===== config.mk =====
export PLATFORM = sky130hd
export DESIGN_NAME = sram_stream_loader
export DESIGN_NICKNAME = d
export VERILOG_FILES = /design/src/rtl/sram_stream_loader.sv
export SDC_FILE = /design/constraint.sdc
export NUM_CORES = 1
export LEC_CHECK = 0
export BUFFER_PORTS_ARGS = -buffer_cell sky130_fd_sc_hd__clkbuf_2
export CAP_MARGIN = 40
export CORE_MARGIN = 4
export CORE_UTILIZATION = 30
export CTS_CLUSTER_DIAMETER = 150
export DETAILED_ROUTE_END_ITERATION = 8
export GPL_ROUTABILITY_DRIVEN = 0
export PLACE_DENSITY_LB_ADDON = 0.2
export SLEW_MARGIN = 5
export SYNTH_ARGS = -nofsm -noshare
export SYNTH_HDL_FRONTEND = slang
export SYNTH_SLANG_ARGS = --single-unit
export TNS_END_PERCENT = 1

===== constraint.sdc =====
create_clock -name clk -period 2.9 [get_ports clk]
set_clock_uncertainty 0.2 [all_clocks]
set_input_delay 0.435 -clock clk [delete_from_list [all_inputs] [get_ports clk]]
set_output_delay 0.435 -clock clk [all_outputs]
set_load 0.03 [all_outputs]

===== src/rtl/sram_stream_loader.sv =====
// rtl/sram_stream_loader.sv - streams int8 beats into one of NUM_SRAMS banks at consecutive addresses
module sram_stream_loader #(
    parameter int NUM_SRAMS      = 8,
    parameter int MAX_ADDR_WIDTH = 13,
    parameter int MAX_DATA_WIDTH = 8
) (
    input  logic                                 clk,
    input  logic                                 rst,
    input  logic                                 cmd_valid,
    output logic                                 cmd_ready,
    input  logic [2:0]                           cmd_bank,
    input  logic [MAX_ADDR_WIDTH-1:0]            cmd_base,
    input  logic [MAX_ADDR_WIDTH:0]              cmd_len,
    input  logic                                 s_valid,
    output logic                                 s_ready,
    input  logic [7:0]                           s_data,
    input  logic                                 s_last,
    output logic [NUM_SRAMS-1:0]                 sram_en,
    output logic [NUM_SRAMS-1:0]                 sram_we,
    output logic [NUM_SRAMS*MAX_ADDR_WIDTH-1:0]  sram_addr,
    output logic [NUM_SRAMS*MAX_DATA_WIDTH-1:0]  sram_data,
    output logic                                 busy,
    output logic                                 done,
    output logic                                 err
);

    localparam int AW = MAX_ADDR_WIDTH;
    localparam int DW = MAX_DATA_WIDTH;
    localparam int LW = MAX_ADDR_WIDTH + 1;

    typedef enum logic [1:0] {
        ST_IDLE,
        ST_LOAD,
        ST_DONE
    } state_t;

    state_t                 state_q, state_d;
    logic [2:0]             bank_q, bank_d;
    logic [AW-1:0]          base_q, base_d;
    logic [LW-1:0]          len_q, len_d;
    logic [LW-1:0]          count_q, count_d;
    logic                   cmd_ready_q, cmd_ready_d;
    logic                   s_ready_q, s_ready_d;
    logic                   busy_q, busy_d;
    logic                   done_q, done_d;
    logic                   err_q, err_d;
    logic [NUM_SRAMS-1:0]   en_q, en_d;
    logic [NUM_SRAMS-1:0]   we_q, we_d;
    logic [NUM_SRAMS*AW-1:0] addr_q, addr_d;
    logic [NUM_SRAMS*DW-1:0] data_q, data_d;

    logic          cmd_fire;
    logic          beat_fire;
    logic          bad_cmd;
    logic [LW-1:0] count_next;
    logic [AW-1:0] wr_addr;
    logic          len_reached;

    assign cmd_fire    = cmd_valid & cmd_ready_q;
    assign beat_fire   = s_valid & s_ready_q;
    assign bad_cmd     = (cmd_len == '0) || (int'(cmd_bank) >= NUM_SRAMS);
    assign count_next  = count_q + 1'b1;
    // Address arithmetic is modulo the bank depth; wrap is legal, not an error.
    assign wr_addr     = base_q + count_q[AW-1:0];
    assign len_reached = (count_next == len_q);

    always_comb begin
        state_d     = state_q;
        bank_d      = bank_q;
        base_d      = base_q;
        len_d       = len_q;
        count_d     = count_q;
        cmd_ready_d = cmd_ready_q;
        s_ready_d   = s_ready_q;
        busy_d      = busy_q;
        done_d      = 1'b0;
        err_d       = err_q;
        en_d        = '0;
        we_d        = '0;
        addr_d      = addr_q;
        data_d      = data_q;

        case (state_q)
            ST_IDLE: begin
                cmd_ready_d = 1'b1;
                s_ready_d   = 1'b0;
                busy_d      = 1'b0;
                if (cmd_fire) begin
                    bank_d      = cmd_bank;
                    base_d      = cmd_base;
                    len_d       = cmd_len;
                    count_d     = '0;
                    addr_d      = '0;
                    data_d      = '0;
                    cmd_ready_d = 1'b0;
                    busy_d      = 1'b1;
                    if (bad_cmd) begin
                        state_d   = ST_DONE;
                        done_d    = 1'b1;
                        err_d     = 1'b1;
                        s_ready_d = 1'b0;
                    end else begin
                        state_d   = ST_LOAD;
                        err_d     = 1'b0;
                        s_ready_d = 1'b1;
                    end
                end
            end

            ST_LOAD: begin
                if (beat_fire) begin
                    count_d = count_next;
                    // Only the target bank carries address/data; all others are zeroed.
                    for (int i = 0; i < NUM_SRAMS; i++) begin
                        if (int'(bank_q) == i) begin
                            en_d[i]             = 1'b1;
                            we_d[i]             = 1'b1;
                            addr_d[i*AW +: AW]  = wr_addr;
                            data_d[i*DW +: DW]  = DW'(s_data);
                        end else begin
                            addr_d[i*AW +: AW]  = '0;
                            data_d[i*DW +: DW]  = '0;
                        end
                    end
                    if (len_reached || s_last) begin
                        state_d   = ST_DONE;
                        done_d    = 1'b1;
                        s_ready_d = 1'b0;
                        err_d     = ~(len_reached & s_last);
                    end
                end
            end

            ST_DONE: begin
                state_d     = ST_IDLE;
                busy_d      = 1'b0;
                cmd_ready_d = 1'b1;
                s_ready_d   = 1'b0;
            end

            default: begin
                state_d     = ST_IDLE;
                cmd_ready_d = 1'b1;
                s_ready_d   = 1'b0;
                busy_d      = 1'b0;
            end
        endcase
    end

    always_ff @(posedge clk) begin
        if (rst) begin
            state_q     <= ST_IDLE;
            bank_q      <= '0;
            base_q      <= '0;
            len_q       <= '0;
            count_q     <= '0;
            cmd_ready_q <= 1'b1;
            s_ready_q   <= 1'b0;
            busy_q      <= 1'b0;
            done_q      <= 1'b0;
            err_q       <= 1'b0;
            en_q        <= '0;
            we_q        <= '0;
            addr_q      <= '0;
            data_q      <= '0;
        end else begin
            state_q     <= state_d;
            bank_q      <= bank_d;
            base_q      <= base_d;
            len_q       <= len_d;
            count_q     <= count_d;
            cmd_ready_q <= cmd_ready_d;
            s_ready_q   <= s_ready_d;
            busy_q      <= busy_d;
            done_q      <= done_d;
            err_q       <= err_d;
            en_q        <= en_d;
            we_q        <= we_d;
            addr_q      <= addr_d;
            data_q      <= data_d;
        end
    end

    assign cmd_ready = cmd_ready_q;
    assign s_ready   = s_ready_q;
    assign busy      = busy_q;
    assign done      = done_q;
    assign err       = err_q;
    assign sram_en   = en_q;
    assign sram_we   = we_q;
    assign sram_addr = addr_q;
    assign sram_data = data_q;

endmodule


==> results.py <==
metrics = {
    "die": {
        "fp-row-count": 61,
        "die_w_um": 175.7,
        "io_pins": 232,
        "die_h_um": 175.7,
        "core_mm2": 0.02778,
        "dieArea_mm2": 0.03087,
        "start_util_pct": 30.37,
    },
    "cells_and_area": {
        "final_common_cell": "clkbuf_2",
        "drive_gt1_share_pct": 31.41,
        "antenna-diode-count": 0,
        "fin_cells": 1470,
        "syn_to_final_growth_pct": 34.01,
        "final_nets": 1130,
        "layout_common_cells": "clkbuf_2 (231), dfxtp_1 (226), a22o_1 (149), nand2_1 (81), a21oi_1 (48)",
    },
    "critical_path": {
        "end_kind": "flip-flop",
        "crit_chain": "ha_1, a21o_1, a21oi_1, o21ai_0, a31oi_1, o21ai_0, xnor2_1, a22o_1",
        "crit_arrival_ns": 2.94,
        "crit_path_top_delay_cell": "xnor2_1",
        "slowest_delay_ns": 0.66,
        "path_max_fanout": 8,
        "crit_start": "base_q[1]",
        "timing.rr.start": "base_q[1]",
        "reg2regPathDepth": 8,
        "startpoint_type": "flip-flop",
        "crit_top_cell": "o21ai_0",
        "critPathKind": "flip-flop to flip-flop",
        "required_ns": 3.17,
    },
    "run_status": {
        "status": "finished, final reports clean",
    },
    "synthesis": {
        "synth_xor_area_share_pct": 3.011,
        "synth.avg_cell_area_um2": 10.33,
        "synth_fa_ha_area_share_pct": 2.165,
        "ys_warn_count": 0,
        "ys_ff_latch": 227,
        "synth_top_family_by_area": "compound AO/OA/AOI/OAI gates",
        "yosysSeqAreaShare_pct": 53.86,
        "synth-async-reset-ratio_pct": 0,
        "synth_nets": 874,
        "syn_inst": 817,
        "ys.flop_type": "dfxtp_1",
        "synth_compound_area_share_pct": 24.65,
        "syn_area_mm2": 0.008437,
        "synth_edf_count": 0,
        "synthSimpleGateAreaFrac_pct": 11.57,
        "netlist-cell-type-count": 62,
        "synth.mux.area_fraction_pct": 0.3856,
    },
    "timing": {
        "finalHoldViolCount": 0,
        "fmax_mhz": 374.5,
        "setup_violations": 0,
        "tightest_slew_ns": 0.7996,
        "rsz0062_at_grt": "false",
        "relSlewSlack_pct": 46.31,
        "finalCritPeriodShare_pct": 92.09,
        "holdWs_ns": 0.06764,
        "drv_slew": 0,
        "fin_tns_setup_ns": 0,
        "fin_crit_ns": 2.671,
    },
    "clocking": {
        "numCtsBuffers": 25,
        "post_cts_buffers": 0,
        "clkTransAtPathRegs_ns": 0.06,
        "clk_latency_ns": 0.53,
        "cts_sinks": 227,
        "cts_tree": "yes",
        "cts.htree.levels": 1,
        "clockBufferDepth": 3,
        "cts_root_buf": "clkbuf_16",
    },
    "route": {
        "totalWireLength_um": 26710,
        "drtIter0Drc": 436,
        "ant_nets": 0,
        "via_per_inst": 4.883,
        "drt-pass1-iter-count": 4,
        "num_vias": 7178,
        "drcViolationCount": 0,
        "wl_per_cell_um": 18.17,
    },
    "global_route": {
        "grt_first_pass_wirelength_um": 41130,
        "grt_remaining_overflow": 0,
        "grt_pass1_vias": 6813,
        "grt_max_degree": 104,
        "grt.total_usage_pct": 16.53,
        "antenna_found_initial": 0,
    },
    "placed_design": {
        "place_inst": 1394,
        "portBuffers": 231,
        "place_hpwl_um": 18970,
    },
    "power_and_ir_drop": {
        "p_leak_nw": 4.948,
        "p_per_area_mw_per_mm2": 617.2,
        "ir_worst_vdd_mv": 0.5738,
        "power.total_mw": 6.978,
    },
    "hold_path": {
        "hold_path.startpoint": "s_data[7]",
        "worst_hold_path_type": "primary input to flip-flop",
        "min_path_cells": 2,
    },
    "flow_run": {
        "maxCapViolations": 0,
    },
}
[repair_timing]
item	4_1_cts	5_1_grt
hold buffers	30	0
endpoints found under the hold margin	30	0
resized for setup	0	4
endpoints found under the setup margin	0	12
[synth_stat cells, drive strengths merged (8+ instances only)]
master	n	share of area, %
nor4	11	1.2
nand3	8	0.53
nor2	33	1.5
a221o	16	1.9
xnor2	23	2.4
clkbuf	43	2.1
ha	13	1.9
nand2	81	3.6
nor2b	8	0.59
nor3	19	1.1
dfxtp	227	54
a22o	149	15
buf	29	1.9
o21ai	26	1.5
a21oi	49	3.0
[per-stage QoR]
step | setup WS, ns | util (%) | cell area [µm²]
final | 0.2294 | 40.70 | 11310
after global routing | 0.001670 | 40.70 | 11310
after CTS | 0.1532 | 40.63 | 11290
after detailed placement | 0.1742 | 36.42 | 10120
after global placement | 0.1987 | 36.31 | 10090
after floorplan | 0.2977 | - | 8437
[sequential cells by signal, indices dropped and copies added, names as in the netlist]
name	flops
sram_addr	104
sram_we	8
len_q	14
sram_data	64
cmd_ready	1
bank_q	3
count_q	14
busy	1
s_ready	1
state_q	2
base_q	13
err	1
done	1
[path summary, 6_finish.rpt]
check	slack (ns)	end
setup / recovery	0.23	sram_addr[74]
hold / removal	0.07	sram_data[31]
hold reg to reg	0.27	len_q[3]
setup reg to reg	0.23	sram_addr[74]
[logic make-up (layout without fill, tap and decap cells)]
logic type / Yosys count / in the layout
muxes: 3 / 3
buffers and inverters: 80 / 355
DFF: 227 / 227
xor gates and xnor gates: 29 / 29
adders and majority gates: 14 / 14
and+or+nand+nor: 195 / 195
AOI/OAI and AO/OA: 269 / 269
[per-layer routing]
layer	global-route usage, %	wire length (µm)
met5	0	0
met4	3.801	589
met3	3.121	1620
met2	26.02	11740
met1	23.61	12760
[report_power, final]
part           internal, mW  switching (mW)  leakage, nW
combinational         0.165           0.306         2.68
clock                  1.99            1.33        0.437
sequential             3.16          0.0365         1.83
total                  5.31            1.67         4.95
[cell type report]
| class | count | area [µm²] |
|---|---|---|
| tap | 378 | 473.0 |
| multi-input combinational | 510 | 3590 |
| clock inverter | 15 | 171.4 |
| inverter | 7 | 26.28 |
| clock buffer | 31 | 698.2 |
| sequential | 227 | 4546 |
| fill | 2785 | 16480 |
| timing repair buffer | 302 | 1802 |
[critical path, delay by kind of cell, from the launching register on]
family	cells	cell delay, ns
XOR/XNOR	1	0.66
adder cells (fa/ha/maj)	1	0.28
flip-flops	1	0.31
AO/OA/AOI/OAI	6	1.15
(Power assumes the default switching activity.)
